===== config.mk =====
export PLATFORM = sky130hd
export DESIGN_NAME = axi_read_arbiter
export DESIGN_NICKNAME = d
export VERILOG_FILES = /design/src/rtl/axi_read_arbiter.sv
export SDC_FILE = /design/constraint.sdc
export NUM_CORES = 1
export LEC_CHECK = 0
export BUFFER_PORTS_ARGS = -buffer_cell sky130_fd_sc_hd__buf_2
export CORE_AREA = 2 2 173 175
export DETAILED_ROUTE_END_ITERATION = 16
export DIE_AREA = 0 0 175 177
export PLACE_DENSITY_LB_ADDON = 0.08
export SLEW_MARGIN = 20
export SYNTH_ARGS = -nofsm -noshare
export SYNTH_HDL_FRONTEND = slang
export SYNTH_SLANG_ARGS = --single-unit

===== constraint.sdc =====
create_clock -name clk -period 2 [get_ports clk]
set_input_delay 0.1 -clock clk [delete_from_list [all_inputs] [get_ports clk]]
set_output_delay 0.1 -clock clk [all_outputs]
set_load 0.02 [all_outputs]

===== src/rtl/axi_read_arbiter.sv =====
// axi_read_arbiter: shares one AXI read channel between I$ and D$.
// Round-robin on ties; i_flush drains an abandoned I$ burst.
module axi_read_arbiter #(
  parameter int ADDR_W = 64,
  parameter int DATA_W = 64
) (
  input  logic              clk,
  input  logic              reset,
  input  logic              i_arvalid,
  input  logic [ADDR_W-1:0] i_araddr,
  input  logic [7:0]        i_arlen,
  input  logic [2:0]        i_arsize,
  input  logic [1:0]        i_arburst,
  output logic              i_arready,
  output logic              i_rvalid,
  output logic              i_rlast,
  output logic [DATA_W-1:0] i_rdata,
  input  logic              i_rready,
  input  logic              i_flush,
  input  logic              d_arvalid,
  input  logic [ADDR_W-1:0] d_araddr,
  input  logic [7:0]        d_arlen,
  input  logic [2:0]        d_arsize,
  input  logic [1:0]        d_arburst,
  output logic              d_arready,
  output logic              d_rvalid,
  output logic              d_rlast,
  output logic [DATA_W-1:0] d_rdata,
  input  logic              d_rready,
  output logic              m_axi_arvalid,
  output logic [ADDR_W-1:0] m_axi_araddr,
  output logic [7:0]        m_axi_arlen,
  output logic [2:0]        m_axi_arsize,
  output logic [1:0]        m_axi_arburst,
  input  logic              m_axi_arready,
  input  logic              m_axi_rvalid,
  input  logic              m_axi_rlast,
  input  logic [DATA_W-1:0] m_axi_rdata,
  output logic              m_axi_rready,
  output logic              i_busy,
  output logic              d_busy
);

  typedef enum logic [1:0] {IDLE, ADDR, DATA} state_t;

  state_t            state;
  logic              owner_d;
  logic              last_d;
  logic              drop;
  logic [ADDR_W-1:0] addr_q;
  logic [7:0]        len_q;
  logic [2:0]        size_q;
  logic [1:0]        burst_q;

  logic grant;
  logic pick_d;
  logic in_data;
  logic to_i;
  logic to_d;
  logic last_beat;

  // pick_d: D wins alone, or on a tie when I was granted last
  always_comb begin
    grant  = (state == IDLE) && (i_arvalid || d_arvalid);
    pick_d = d_arvalid && (!i_arvalid || !last_d);
  end

  assign i_arready = grant && !pick_d;
  assign d_arready = grant && pick_d;

  assign in_data = (state == DATA);
  assign to_i    = in_data && !owner_d && !drop;
  assign to_d    = in_data && owner_d;

  assign i_busy = (state != IDLE) && !owner_d;
  assign d_busy = (state != IDLE) && owner_d;

  assign m_axi_arvalid = (state == ADDR);
  assign m_axi_araddr  = addr_q;
  assign m_axi_arlen   = len_q;
  assign m_axi_arsize  = size_q;
  assign m_axi_arburst = burst_q;

  assign m_axi_rready = in_data &&
                        (owner_d ? d_rready : (drop || i_rready));

  assign i_rvalid = to_i && m_axi_rvalid;
  assign i_rlast  = to_i && m_axi_rlast;
  assign i_rdata  = m_axi_rdata;
  assign d_rvalid = to_d && m_axi_rvalid;
  assign d_rlast  = to_d && m_axi_rlast;
  assign d_rdata  = m_axi_rdata;

  assign last_beat = in_data && m_axi_rvalid &&
                     m_axi_rready && m_axi_rlast;

  always_ff @(posedge clk) begin
    if (reset) begin
      state   <= IDLE;
      owner_d <= 1'b0;
      last_d  <= 1'b1;
      drop    <= 1'b0;
      addr_q  <= '0;
      len_q   <= '0;
      size_q  <= '0;
      burst_q <= '0;
    end else begin
      unique case (state)
        IDLE: begin
          if (grant) begin
            state   <= ADDR;
            owner_d <= pick_d;
            last_d  <= pick_d;
            if (pick_d) begin
              addr_q  <= d_araddr;
              len_q   <= d_arlen;
              size_q  <= d_arsize;
              burst_q <= d_arburst;
            end else begin
              addr_q  <= i_araddr;
              len_q   <= i_arlen;
              size_q  <= i_arsize;
              burst_q <= i_arburst;
            end
          end
        end
        ADDR: begin
          if (m_axi_arready) state <= DATA;
        end
        DATA: begin
          if (last_beat) state <= IDLE;
        end
        default: state <= IDLE;
      endcase
      if (last_beat) drop <= 1'b0;
      else if (i_busy && i_flush) drop <= 1'b1;
    end
  end

endmodule


# Word-level counts from Yosys, hierarchy flattened
# Index checks and enable logic that the tools add are counted.
# word_totals
out_inout_bits,215
ff_bits,82
word_cells,53
inputBits,228
# op_classes
n_eq_ne,5
n_reduce_logical,31
muxes,9
# ops
op,count
$mux W64,1
$logic_and A1 B1 Y1,18
$mux W2,4
$mux W8,1
$pmux W2 S3,1
$logic_not A1 Y1,5
$ne A2 B1 Y1 const B,2
$logic_or A1 B1 Y1,3
$mux W3,1
$reduce_and A3 Y1,1
$eq A2 B1 Y1 const B,1
$eq A2 B2 Y1 const B,1
$logic_not A2 Y1,1
$ne A2 B2 Y1 const B,1
$reduce_and A2 Y1,1
$reduce_bool A2 Y1,1
$reduce_or A2 Y1,1
$mux W1,1

# Logic depth before layout (Yosys ltp)
# Gate-level depths: netlist of run 1.
# logic_depth
ltp_word,7
ltp_mapped,6
mapped_depth_nobuf,4

# Least setup slack after synthesis of run 1
# OpenSTA, ideal clock, no wires.
# synth_timing
kind,register to output
start,reg state[1]
end,out m_axi_rready
slack_ps,633
n_path_buf,0
path_stages_with_launch,3
arrival_ps,1267
required_ps,1900
path_cell_list,dfxtp_1 nor2b_1 nor3b_1
# synth_between
elab_chain_len,2
# synth_rtl
element,line_no,source
"start, declared",46,state_t state;
"start signal, assigned",99,state <= IDLE;
"start signal, assigned",111,state <= ADDR;
"start signal, assigned",128,if (m_axi_arready) state <= DATA;
$eq A2 B2 Y1,71,assign in_data = (state == DATA);
$logic_and A1 B1 Y1,84,assign m_axi_rready = in_data &&
"end, declared",39,"output logic m_axi_rready,"
# No other way between the ends.

# Final worst setup path of run 1
# layout_timing
start,reg state[1]
end,reg len_q[7] (netlist: m_axi_arlen[7])
# layout_between
elab_chain_len,3
# layout_rtl
element,line_no,source
$logic_not A2 Y1 (*),"64, 108",
$logic_and A1 B1 Y1,64,grant = (state == IDLE) && (i_arvalid || d_arvalid);
$reduce_and A2 Y1 (no source line) (*),--,
"end signal, assigned",116,len_q <= d_arlen;
"end signal, assigned",121,len_q <= i_arlen;
"end, declared",51,logic [7:0] len_q;
# Every way passes the cells marked *; elsewhere a longest branch is shown, timed or not.
# A chain may end at the register's enable or synchronous reset.

==> results of run 1 <==
-- layout make-up --
cell class | count | area, sq um
sequential | 82 | 1640
inverter | 1 | 3.75
multi-input combinational | 342 | 1890
clock buffer | 9 | 225
timing repair buffer | 318 | 2000
fill | 3329 | 22900
tap | 390 | 488
clock inverter | 7 | 82.6
-- logic make-up (layout without fill, tap and decap cells) --
group,count (synthesis),count (layout),share of synthesized area
AND/OR/NAND/NOR,176,177,0.191
flip-flops,82,82,0.349
buffers and inverters,188,335,0.260
AO/OA/AOI/OAI,165,165,0.201
-- critical path, delay by kind of cell (launching register included) --
| family | cells | cell delay, ns |
|---|---|---|
| buffers and inverters | 2 | 0.78 |
| and+or+nand+nor | 1 | 0.35 |
| DFF | 1 | 0.37 |
| AOI/OAI and AO/OA | 2 | 0.27 |
-- synthesized netlist by cell type (3+ instances only) --
| master | n |
|---|---|
| dfxtp_1 | 82 |
| buf_4 | 134 |
| o21ai_1 | 79 |
| clkbuf_1 | 42 |
| nand2_1 | 4 |
| nand3_1 | 154 |
| a21oi_1 | 4 |
| nor2b_1 | 3 |
| nor3_1 | 3 |
| and3_1 | 3 |
| buf_2 | 11 |
| a31oi_1 | 77 |
-- sequential cells by signal, indices dropped and copies added (netlist names) --
name,cells
last_d,1
m_axi_arlen,8
state,2
m_axi_araddr,64
m_axi_arburst,2
drop,1
owner_d,1
m_axi_arsize,3
-- per-stage QoR --
stage          cell area [sq um]  total power [mW]  worst slack [ns]   util
2_1_floorplan               4710              3.05             0.633      -
3_3_place_gp                5440              3.28             0.382  0.186
3_5_place_dp                5440              3.28             0.361  0.186
4_1_cts                     6250              5.26            0.0219  0.214
5_1_grt                     6340              5.51            0.0296  0.217
6_report                    6340              5.20             0.110  0.217
-- layer usage --
| metal | vias up | routed length, um |
|---|---|---|
| met1 | 2418 | 9390 |
| met2 | 333 | 10800 |
| li1 | 2360 | - |
| met4 | 0 | 534 |
| met3 | 44 | 1610 |
| met5 | - | 0 |
-- worst min path at each step --
| stage | start | endpoint | slack [ns] | cells past startpoint |
|---|---|---|---|---|
| after floorplan | m_axi_rvalid | drop$_SDFFE_PP0P_ | 0.21 | 1 |
| after global placement | m_axi_rdata[44] | d_rdata[44] | 0.20 | 0 |
| after detailed placement | m_axi_rdata[44] | d_rdata[44] | 0.20 | 0 |
| after CTS | d_araddr[44] | m_axi_araddr[44]$_SDFFE_PP0P_ | 0.00005 | 3 |
| after global routing | i_araddr[11] | m_axi_araddr[11]$_SDFFE_PP0P_ | 0.005 | 3 |
| final | d_araddr[0] | m_axi_araddr[0]$_SDFFE_PP0P_ | 0.02 | 3 |
-- what timing repair did --
action / CTS / global route
cloned: 0 / 3
hold buffers: 49 / 0
hold endpoints to repair: 36 / 0
pin swaps: 0 / 1
gates resized for setup: 1 / 8
buffers inserted: 0 / 3
setup endpoints to repair: 1 / 12
-- report_power, final --
part	total, mW	leakage (nW)	switching [mW]	internal [mW]
clock network	1.82	0.145	0.831	0.991
logic	1.49	1.86	0.910	0.576
registers	1.89	0.676	0.0970	1.80
==> impl_metrics.xml, run 1 <==
<?xml version="1.0" encoding="UTF-8"?>
<metrics>
  <group name="logic_synthesis">
    <metric name="number_of_unique_standard_cell_types_used_by_synthesis" unit="">24</metric>
    <metric name="synth_warnings" unit="">0</metric>
    <metric name="syn_nets" unit="">839</metric>
    <metric name="synthesis.area" unit="sq um">4710</metric>
    <metric name="ys_top_cells_by_area" unit="">dfxtp_1, buf_4, nand3_1</metric>
    <metric name="synth_enable_flop_cells" unit="">0</metric>
    <metric name="yosys_register_bits" unit="">82</metric>
    <metric name="netlist.top_cell.by_area" unit="">dfxtp_1</metric>
    <metric name="syn-mean-instance-area" unit="sq um">7.71</metric>
    <metric name="syn-instance-count" unit="">611</metric>
    <metric name="asyncSetResetFlopFracSynth" unit="">0</metric>
    <metric name="share_of_the_synthesized_area_in_the_top_cell_type" unit="">0.349</metric>
    <metric name="synth_ff_type" unit="">dfxtp_1</metric>
    <metric name="synth-seq-area-share" unit="">0.349</metric>
  </group>
  <group name="setup_path">
    <metric name="timing.critical_path.fanout_max" unit="">31</metric>
    <metric name="crit_chain" unit="">or2_2, buf_6, o21ai_1, a31oi_1, dlygate4sd3_1</metric>
    <metric name="cp-start-kind" unit="">register</metric>
    <metric name="critPathCapture" unit="">m_axi_arlen[7]$_SDFFE_PP0P_</metric>
    <metric name="critical-path-slowest-cell" unit="">dlygate4sd3_1</metric>
    <metric name="worst_setup_path_startpoint" unit="">state[1]$_SDFFE_PP0P_</metric>
    <metric name="critical_path.max_stage_delay" unit="ns">0.57</metric>
    <metric name="reg2reg_from" unit="">state[1]$_SDFFE_PP0P_</metric>
    <metric name="rr_worst_depth" unit="">5</metric>
    <metric name="worst_ep_required_time" unit="ns">2.24</metric>
    <metric name="worst_ep_arrival_time" unit="ns">2.13</metric>
    <metric name="worst_setup_path_end_kind" unit="">register</metric>
    <metric name="reg2reg_slack" unit="ns">0.11</metric>
    <metric name="critPathKind" unit="">register to register</metric>
    <metric name="reg2reg_to" unit="">m_axi_arlen[7]$_SDFFE_PP0P_</metric>
  </group>
  <group name="drt">
    <metric name="routed_wirelength" unit="mm">22.3</metric>
    <metric name="viasPerCell" unit="">4.49</metric>
    <metric name="drtPass1Iterations" unit="">5</metric>
    <metric name="vias" unit="">5155</metric>
    <metric name="drt-wirelength-per-cell" unit="um">19.4</metric>
    <metric name="drtAntennaViolNets" unit="">0</metric>
    <metric name="drc" unit="">0</metric>
    <metric name="drtIter0Drc" unit="">262</metric>
  </group>
  <group name="floorplanning">
    <metric name="core.rowCount" unit="">63</metric>
    <metric name="fp.coreArea" unit="sq um">29200</metric>
    <metric name="design.die.area" unit="sq um">31000</metric>
    <metric name="die_y" unit="um">177</metric>
    <metric name="floorplan.io_pins" unit="">443</metric>
    <metric name="die-width" unit="um">175</metric>
    <metric name="starting_utilization_of_the_core_area" unit="">0.161</metric>
  </group>
  <group name="placed_design">
    <metric name="finalWeightedCongestion" unit="">0.765</metric>
    <metric name="place_hpwl" unit="mm">14.4</metric>
    <metric name="place.port_buffers" unit="">250</metric>
    <metric name="place_inst" unit="">1078</metric>
  </group>
  <group name="clock_tree">
    <metric name="clk_latency" unit="ns">0.36</metric>
    <metric name="cts_made_buffers" unit="">9</metric>
    <metric name="clk_path_buf_depth" unit="">2</metric>
    <metric name="cts_root_buf" unit="">clkbuf_16</metric>
    <metric name="htreeDepth" unit="">3</metric>
    <metric name="worst_setup_hold_path_clk_slew" unit="ns">0.09</metric>
    <metric name="clock-sinks" unit="">82</metric>
    <metric name="cts_tree" unit="">built</metric>
  </group>
  <group name="global_route">
    <metric name="grt_use_met2" unit="">0.225</metric>
    <metric name="grt_util_all_layers" unit="">0.131</metric>
    <metric name="maximum_number_of_pins_on_one_net_before_global_route_repair" unit="">83</metric>
    <metric name="grt_antenna_before_repair" unit="">0</metric>
    <metric name="grt_first_pass_wirelength" unit="mm">31.1</metric>
    <metric name="grt_use_met1" unit="">0.156</metric>
    <metric name="overflow" unit="">0</metric>
    <metric name="gr-max-usage-layer" unit="">met2</metric>
    <metric name="use_met3" unit="">0.0335</metric>
    <metric name="first_global_vias" unit="">5115</metric>
  </group>
  <group name="sta">
    <metric name="setup_total_negative_slack" unit="ns">0</metric>
    <metric name="timing.hold.ws" unit="ns">0.0181</metric>
    <metric name="final-max-slew-violation-count" unit="">0</metric>
    <metric name="skew" unit="ns">0.0165</metric>
    <metric name="worst-slew-pin-transition" unit="ns">0.474</metric>
    <metric name="final-hold-violation-count" unit="">0</metric>
    <metric name="layout_min_cycle_time" unit="ns">1.89</metric>
    <metric name="timing.max_slew.rel_slack" unit="">0.684</metric>
    <metric name="setup_viol" unit="">0</metric>
    <metric name="final.period_utilization" unit="">0.945</metric>
    <metric name="fmax" unit="MHz">529</metric>
    <metric name="rsz_0062_raised_after_global_routing" unit="">false</metric>
  </group>
  <group name="power_and_ir_drop">
    <metric name="power.density_cell_area" unit="nW/um^2">821</metric>
    <metric name="vdd_ir_drop_max" unit="V">0.000346</metric>
    <metric name="p_leak" unit="nW">2.68</metric>
  </group>
  <group name="layout">
    <metric name="drive_gt1_frac" unit="">0.390</metric>
    <metric name="layout.cells.non_filler" unit="">1149</metric>
    <metric name="post_layout_nets" unit="">982</metric>
    <metric name="mostFrequentLayoutCells" unit="">buf_2, nand3_1, dfxtp_1</metric>
    <metric name="num_antenna_cells" unit="">0</metric>
    <metric name="layout-area-overhead-vs-synth" unit="%">34.5</metric>
    <metric name="final_common_cell" unit="">buf_2</metric>
  </group>
  <group name="hold_path">
    <metric name="worst_hold_path_class" unit="">input port to register</metric>
  </group>
  <group name="outcome">
    <metric name="status" unit="">finished clean</metric>
  </group>
  <group name="flow_run">
    <metric name="maxcap_violations" unit="">0</metric>
  </group>
</metrics>
Power figures use the tool's default switching activity.
==> run 2, diff against run 1 <==
- HOLD_SLACK_MARGIN: not set -> 0.05
- SLEW_MARGIN: 20 -> not set
==> run 2 against run 1 <==
Effect of this change: via count up 7.2%; final cell count up 9.3%; die area unchanged; design area up 17%; first-iteration DRC count up 8.0%; count of clock-buffer cells in the layout unchanged; combinational power up 13%; flip-flop and latch count unchanged; critical path type unchanged; largest cell class unchanged; highest routed layer unchanged.
==> impl_metrics.xml, run 2 (synthesized netlist as in run 1, its figures left out) <==
<?xml version="1.0" encoding="UTF-8"?>
<metrics>
  <group name="clock_tree">
    <metric name="clk_path_buf_depth" unit="">2</metric>
    <metric name="worst_setup_hold_path_clk_slew" unit="ns">0.07</metric>
    <metric name="cts_made_buffers" unit="">9</metric>
    <metric name="clk_latency" unit="ns">0.36</metric>
    <metric name="htreeDepth" unit="">3</metric>
    <metric name="cts_root_buf" unit="">clkbuf_16</metric>
    <metric name="clock-sinks" unit="">82</metric>
    <metric name="cts_tree" unit="">built</metric>
  </group>
  <group name="placed_design">
    <metric name="place.port_buffers" unit="">250</metric>
    <metric name="place_hpwl" unit="mm">14.4</metric>
    <metric name="finalWeightedCongestion" unit="">0.765</metric>
  </group>
  <group name="sta">
    <metric name="skew" unit="ns">0.0170</metric>
    <metric name="final-max-slew-violation-count" unit="">0</metric>
    <metric name="layout_min_cycle_time" unit="ns">1.91</metric>
    <metric name="final.period_utilization" unit="">0.954</metric>
    <metric name="final-hold-violation-count" unit="">0</metric>
    <metric name="rsz_0062_raised_after_global_routing" unit="">false</metric>
    <metric name="setup_viol" unit="">0</metric>
    <metric name="timing.max_slew.rel_slack" unit="">0.661</metric>
    <metric name="worst-slew-pin-transition" unit="ns">0.508</metric>
    <metric name="fmax" unit="MHz">524</metric>
    <metric name="setup_total_negative_slack" unit="ns">0</metric>
  </group>
  <group name="layout">
    <metric name="final_common_cell" unit="">buf_2</metric>
    <metric name="mostFrequentLayoutCells" unit="">buf_2, nand3_1, dlygate4sd3_1</metric>
    <metric name="num_antenna_cells" unit="">0</metric>
    <metric name="largest_reg_flops" unit="">64</metric>
    <metric name="layout-area-overhead-vs-synth" unit="%">57.3</metric>
    <metric name="regArea" unit="sq um">1640</metric>
    <metric name="fill_cells" unit="">3268</metric>
    <metric name="multi_input_area" unit="sq um">1890</metric>
    <metric name="drive_gt1_frac" unit="">0.345</metric>
    <metric name="post_layout_nets" unit="">1089</metric>
  </group>
  <group name="setup_path">
    <metric name="worst_setup_path_end_kind" unit="">register</metric>
    <metric name="reg2reg_from" unit="">state[1]$_SDFFE_PP0P_</metric>
    <metric name="timing.critical_path.fanout_max" unit="">48</metric>
    <metric name="reg2reg_to" unit="">m_axi_araddr[60]$_SDFFE_PP0P_</metric>
    <metric name="critPathKind" unit="">register to register</metric>
    <metric name="cp-start-kind" unit="">register</metric>
    <metric name="reg2reg_slack" unit="ns">0.09</metric>
    <metric name="rr_worst_depth" unit="">5</metric>
    <metric name="worst_ep_arrival_time" unit="ns">2.14</metric>
    <metric name="worst_ep_required_time" unit="ns">2.24</metric>
  </group>
  <group name="hold_path">
    <metric name="whs_endpoint" unit="">m_axi_araddr[13]$_SDFFE_PP0P_</metric>
    <metric name="holdPathStages" unit="">3</metric>
    <metric name="worst_hold_path_class" unit="">input port to register</metric>
    <metric name="hold_path_startpoint" unit="">d_araddr[13]</metric>
  </group>
  <group name="global_route">
    <metric name="grt_antenna_before_repair" unit="">0</metric>
    <metric name="grt_use_met1" unit="">0.158</metric>
    <metric name="gr-max-usage-layer" unit="">met2</metric>
    <metric name="overflow" unit="">0</metric>
    <metric name="grt_util_all_layers" unit="">0.134</metric>
    <metric name="grt_use_met2" unit="">0.232</metric>
    <metric name="maximum_number_of_pins_on_one_net_before_global_route_repair" unit="">83</metric>
    <metric name="first_global_vias" unit="">5473</metric>
    <metric name="use_met3" unit="">0.0333</metric>
    <metric name="grt_first_pass_wirelength" unit="mm">32.1</metric>
  </group>
  <group name="floorplanning">
    <metric name="starting_utilization_of_the_core_area" unit="">0.161</metric>
    <metric name="core.rowCount" unit="">63</metric>
    <metric name="floorplan.io_pins" unit="">443</metric>
    <metric name="fp.coreArea" unit="sq um">29200</metric>
    <metric name="design.die.area" unit="sq um">31000</metric>
    <metric name="die-width" unit="um">175</metric>
    <metric name="die_y" unit="um">177</metric>
  </group>
  <group name="power_and_ir_drop">
    <metric name="switching_power" unit="mW">1.89</metric>
    <metric name="part_of_the_power_in_the_clock_network" unit="">0.338</metric>
    <metric name="power.density_cell_area" unit="nW/um^2">731</metric>
    <metric name="power.share.sequential" unit="">0.350</metric>
    <metric name="p_int" unit="mW">3.53</metric>
    <metric name="p_leak" unit="nW">3.17</metric>
    <metric name="power.share.switching" unit="">0.349</metric>
    <metric name="p_comb_frac" unit="">0.312</metric>
    <metric name="post-layout-total-power" unit="mW">5.42</metric>
    <metric name="vdd_ir_drop_max" unit="V">0.000350</metric>
  </group>
  <group name="drt">
    <metric name="drtAntennaViolNets" unit="">0</metric>
    <metric name="vias" unit="">5528</metric>
    <metric name="viasPerCell" unit="">4.40</metric>
    <metric name="drc" unit="">0</metric>
    <metric name="drtPass1Iterations" unit="">5</metric>
    <metric name="drt-wirelength-per-cell" unit="um">18.3</metric>
    <metric name="routed_wirelength" unit="mm">22.9</metric>
    <metric name="drtIter0Drc" unit="">283</metric>
  </group>
  <group name="outcome">
    <metric name="status" unit="">finished clean</metric>
  </group>
  <group name="flow_run">
    <metric name="maxcap_violations" unit="">0</metric>
  </group>
</metrics>
run 2: cell types whose count changed in the layout (fill, tap and decap cells not counted):
cell / before / now
buf_4: 7 / 9
dlygate4sd3_1: 49 / 153
buf_8: 0 / 1
run 2: routing by layer:
layer / vias to the layer above / part of all wire
met5: - / 0
met4: 0 / 0.026
met2: 302 / 0.49
li1: 2582 / -
met3: 40 / 0.067
met1: 2604 / 0.41
run 2: worst max path at each step:
stage | cells past startpoint | start | end | slack (ns)
6_report | 5 | state[1]$_SDFFE_PP0P_ | m_axi_araddr[60]$_SDFFE_PP0P_ | 0.09
5_1_grt | 5 | state[1]$_SDFFE_PP0P_ | m_axi_arburst[0]$_SDFFE_PP0P_ | 0.006
4_1_cts | 5 | last_d$_SDFFE_PP1P_ | m_axi_araddr[31]$_SDFFE_PP0P_ | 0.01
3_5_place_dp | 4 | state[1]$_SDFFE_PP0P_ | d_busy | 0.36
3_3_place_gp | 4 | state[1]$_SDFFE_PP0P_ | d_busy | 0.38
2_1_floorplan | 2 | state[1]$_SDFFE_PP0P_ | m_axi_rready | 0.63
run 2: what timing repair did:
| action | in CTS | in global routing |
|---|---|---|
| buffers inserted | 0 | 6 |
| hold buffers | 153 | 0 |
| gates resized for setup | 1 | 10 |
| endpoints found under the setup margin | 1 | 30 |
| pin swaps | 0 | 1 |
| gates cloned | 0 | 3 |
| endpoints found under the hold margin | 80 | 0 |
run 2: cell type report:
| type | count | area share |
|---|---|---|
| inverters | 1 | 0.000507 |
| clock inverters | 7 | 0.0111 |
| repair buffers | 425 | 0.415 |
| well taps | 390 | 0.0659 |
| flip-flops and latches | 82 | 0.222 |
| multi-input cells | 342 | 0.255 |
| clock buffers | 9 | 0.0304 |
run 2: critical path, cell delays in order (launching register included):
cell,delay (ns)
dfxtp_2,0.37
or2_2,0.35
buf_12,0.19
o21ai_1,0.17
a31oi_1,0.09
dlygate4sd3_1,0.58
run 2: power groups by stage:
stage	clock [mW]	combinational (mW)	sequential [mW]
after floorplan	0	0.949	2.10
after global placement	0	1.35	1.93
after detailed placement	0	1.35	1.93
after CTS	1.92	1.63	1.89
after global routing	1.99	1.82	1.92
final	1.83	1.69	1.89
run 2: metrics by stage:
stage | util | worst slack (ns) | cell area (sq um) | hold slack [ns] | instances
floorplan | - | 0.633 | 4710 | 0.210 | 611
global placement | 0.186 | 0.382 | 5440 | 0.200 | 1078
detailed placement | 0.186 | 0.361 | 5440 | 0.200 | 1078
CTS | 0.249 | 0.0140 | 7290 | 0.0541 | 1247
global route | 0.253 | 0.00633 | 7410 | 0.0582 | 1256
finish | 0.253 | 0.0922 | 7410 | 0.0744 | 1256
==> run 3, diff against run 2 <==
- RECOVER_POWER: not set -> 100
==> run 3 against run 2 <==
Effect of this change: clock skew is essentially flat; count of clock-buffer cells in the layout is the same; sequential power is essentially flat; combinational power shrank 3%.
==> impl_metrics.xml, run 3 (synthesized netlist as in run 1, its figures left out) <==
<?xml version="1.0" encoding="UTF-8"?>
<metrics>
  <group name="sta">
    <metric name="final-hold-violation-count" unit="">0</metric>
    <metric name="rsz_0062_raised_after_global_routing" unit="">false</metric>
    <metric name="fmax" unit="MHz">518</metric>
    <metric name="layout_min_cycle_time" unit="ns">1.93</metric>
    <metric name="worst-slew-pin-transition" unit="ns">0.617</metric>
    <metric name="setup_viol" unit="">0</metric>
    <metric name="final.period_utilization" unit="">0.966</metric>
    <metric name="timing.max_slew.rel_slack" unit="">0.588</metric>
    <metric name="setup_total_negative_slack" unit="ns">0</metric>
    <metric name="final-max-slew-violation-count" unit="">0</metric>
    <metric name="skew" unit="ns">0.0169</metric>
  </group>
  <group name="setup_path">
    <metric name="reg2reg_slack" unit="ns">0.07</metric>
    <metric name="worst_ep_arrival_time" unit="ns">2.17</metric>
    <metric name="worst_setup_path_end_kind" unit="">register</metric>
    <metric name="reg2reg_from" unit="">state[1]$_SDFFE_PP0P_</metric>
    <metric name="critical-path-slowest-cell" unit="">dlygate4sd3_1</metric>
    <metric name="rr_worst_depth" unit="">5</metric>
    <metric name="reg2reg_to" unit="">m_axi_araddr[58]$_SDFFE_PP0P_</metric>
    <metric name="worst_ep_required_time" unit="ns">2.24</metric>
    <metric name="critPathKind" unit="">register to register</metric>
    <metric name="cp-start-kind" unit="">register</metric>
    <metric name="crit_chain" unit="">or2_2, buf_12, o21ai_0, a31oi_1, dlygate4sd3_1</metric>
    <metric name="critical_path.max_stage_delay" unit="ns">0.56</metric>
    <metric name="worst_setup_path_startpoint" unit="">state[1]$_SDFFE_PP0P_</metric>
    <metric name="timing.critical_path.fanout_max" unit="">48</metric>
  </group>
  <group name="layout">
    <metric name="final_common_cell" unit="">buf_2</metric>
    <metric name="largest_reg_flops" unit="">64</metric>
    <metric name="mostFrequentLayoutCells" unit="">buf_2, nand3_1, dlygate4sd3_1</metric>
    <metric name="post_layout_nets" unit="">1089</metric>
    <metric name="drive_gt1_frac" unit="">0.248</metric>
    <metric name="num_antenna_cells" unit="">0</metric>
    <metric name="fill_cells" unit="">3314</metric>
    <metric name="layout-area-overhead-vs-synth" unit="%">54.9</metric>
  </group>
  <group name="global_route">
    <metric name="grt_first_pass_wirelength" unit="mm">32.1</metric>
    <metric name="maximum_number_of_pins_on_one_net_before_global_route_repair" unit="">83</metric>
    <metric name="grt_antenna_before_repair" unit="">0</metric>
    <metric name="first_global_vias" unit="">5473</metric>
    <metric name="overflow" unit="">0</metric>
    <metric name="grt_util_all_layers" unit="">0.134</metric>
  </group>
  <group name="power_and_ir_drop">
    <metric name="power.density_cell_area" unit="nW/um^2">737</metric>
    <metric name="p_leak" unit="nW">2.84</metric>
    <metric name="post-layout-total-power" unit="mW">5.38</metric>
    <metric name="vdd_ir_drop_max" unit="V">0.000352</metric>
  </group>
  <group name="floorplanning">
    <metric name="fp.coreArea" unit="sq um">29200</metric>
    <metric name="starting_utilization_of_the_core_area" unit="">0.161</metric>
    <metric name="floorplan.io_pins" unit="">443</metric>
    <metric name="core.rowCount" unit="">63</metric>
    <metric name="die_y" unit="um">177</metric>
    <metric name="design.die.area" unit="sq um">31000</metric>
    <metric name="die-width" unit="um">175</metric>
  </group>
  <group name="drt">
    <metric name="drc" unit="">0</metric>
    <metric name="vias" unit="">5541</metric>
    <metric name="drtIter0Drc" unit="">291</metric>
    <metric name="viasPerCell" unit="">4.41</metric>
    <metric name="drtPass1Iterations" unit="">4</metric>
    <metric name="routed_wirelength" unit="mm">23.0</metric>
    <metric name="drtAntennaViolNets" unit="">0</metric>
    <metric name="drt-wirelength-per-cell" unit="um">18.3</metric>
  </group>
  <group name="flow_run">
    <metric name="maxcap_violations" unit="">0</metric>
  </group>
  <group name="hold_path">
    <metric name="hold_path_startpoint" unit="">i_araddr[10]</metric>
    <metric name="worst_hold_path_class" unit="">input port to register</metric>
    <metric name="holdPathStages" unit="">3</metric>
    <metric name="whs_endpoint" unit="">m_axi_araddr[10]$_SDFFE_PP0P_</metric>
  </group>
  <group name="placed_design">
    <metric name="place_hpwl" unit="mm">14.4</metric>
    <metric name="finalWeightedCongestion" unit="">0.765</metric>
    <metric name="place.port_buffers" unit="">250</metric>
  </group>
  <group name="clock_tree">
    <metric name="htreeDepth" unit="">3</metric>
    <metric name="cts_made_buffers" unit="">9</metric>
    <metric name="clk_path_buf_depth" unit="">2</metric>
    <metric name="worst_setup_hold_path_clk_slew" unit="ns">0.08</metric>
    <metric name="clk_latency" unit="ns">0.36</metric>
    <metric name="cts_root_buf" unit="">clkbuf_16</metric>
    <metric name="clock-sinks" unit="">82</metric>
    <metric name="cts_tree" unit="">built</metric>
  </group>
  <group name="outcome">
    <metric name="status" unit="">finished clean</metric>
  </group>
</metrics>
-- run 3: cell type report --
class / instances / area, sq um / share of cell area
inverters: 1 / 3.75 / 0.000515
multi-input cells: 342 / 1890 / 0.259
well taps: 390 / 488 / 0.0669
repair buffers: 425 / 2960 / 0.406
clock buffers: 9 / 225 / 0.0309
clock inverters: 7 / 82.6 / 0.0113
flip-flops and latches: 82 / 1640 / 0.225
-- run 3: through the flow --
step | setup slack, ns | instances | utilization | hold slack, ns | instance area, sq um
after floorplan | 0.633 | 611 | - | 0.210 | 4710
after global placement | 0.382 | 1078 | 0.186 | 0.200 | 5440
after detailed placement | 0.361 | 1078 | 0.186 | 0.200 | 5440
after CTS | 0.0140 | 1247 | 0.249 | 0.0541 | 7290
after global routing | 0.00853 | 1256 | 0.249 | 0.0582 | 7290
final | 0.0678 | 1256 | 0.249 | 0.0712 | 7290
-- run 3: metal layers --
layer | track usage | part of all wire | wire (um)
met1 | 0.158 | 0.41 | 9350
met2 | 0.232 | 0.49 | 11300
met3 | 0.0333 | 0.075 | 1730
met4 | 0.0535 | 0.028 | 636
met5 | 0 | 0 | 0
-- run 3: worst max path at each step --
| stage | endpoint | slack [ns] | depth (start not counted) |
|---|---|---|---|
| finish | m_axi_araddr[58]$_SDFFE_PP0P_ | 0.07 | 5 |
| global route | m_axi_arburst[0]$_SDFFE_PP0P_ | 0.009 | 5 |
| CTS | m_axi_araddr[31]$_SDFFE_PP0P_ | 0.01 | 5 |
| detailed placement | d_busy | 0.36 | 4 |
| global placement | d_busy | 0.38 | 4 |
| floorplan | m_axi_rready | 0.63 | 2 |
-- run 3: timing repair --
action | CTS | global route
hold buffers | 153 | 0
pin swaps | 0 | 1
buffers inserted | 0 | 6
cloned | 0 | 3
gates resized for setup | 1 | 10
endpoints found under the setup margin | 1 | 30
endpoints found under the hold margin | 80 | 0
-- run 3: power breakdown --
part / leakage, nW / internal (mW) / switching (mW)
Combinational: 2.02 / 0.689 / 0.951
Sequential: 0.676 / 1.80 / 0.103
Clock: 0.145 / 0.991 / 0.845
-- run 3: critical path, delay by kind of cell, from the launching register on --
family	cells	cell delay, ns
buffers and inverters	2	0.75
flip-flops	1	0.37
AND/OR/NAND/NOR	1	0.35
AO/OA/AOI/OAI	2	0.30
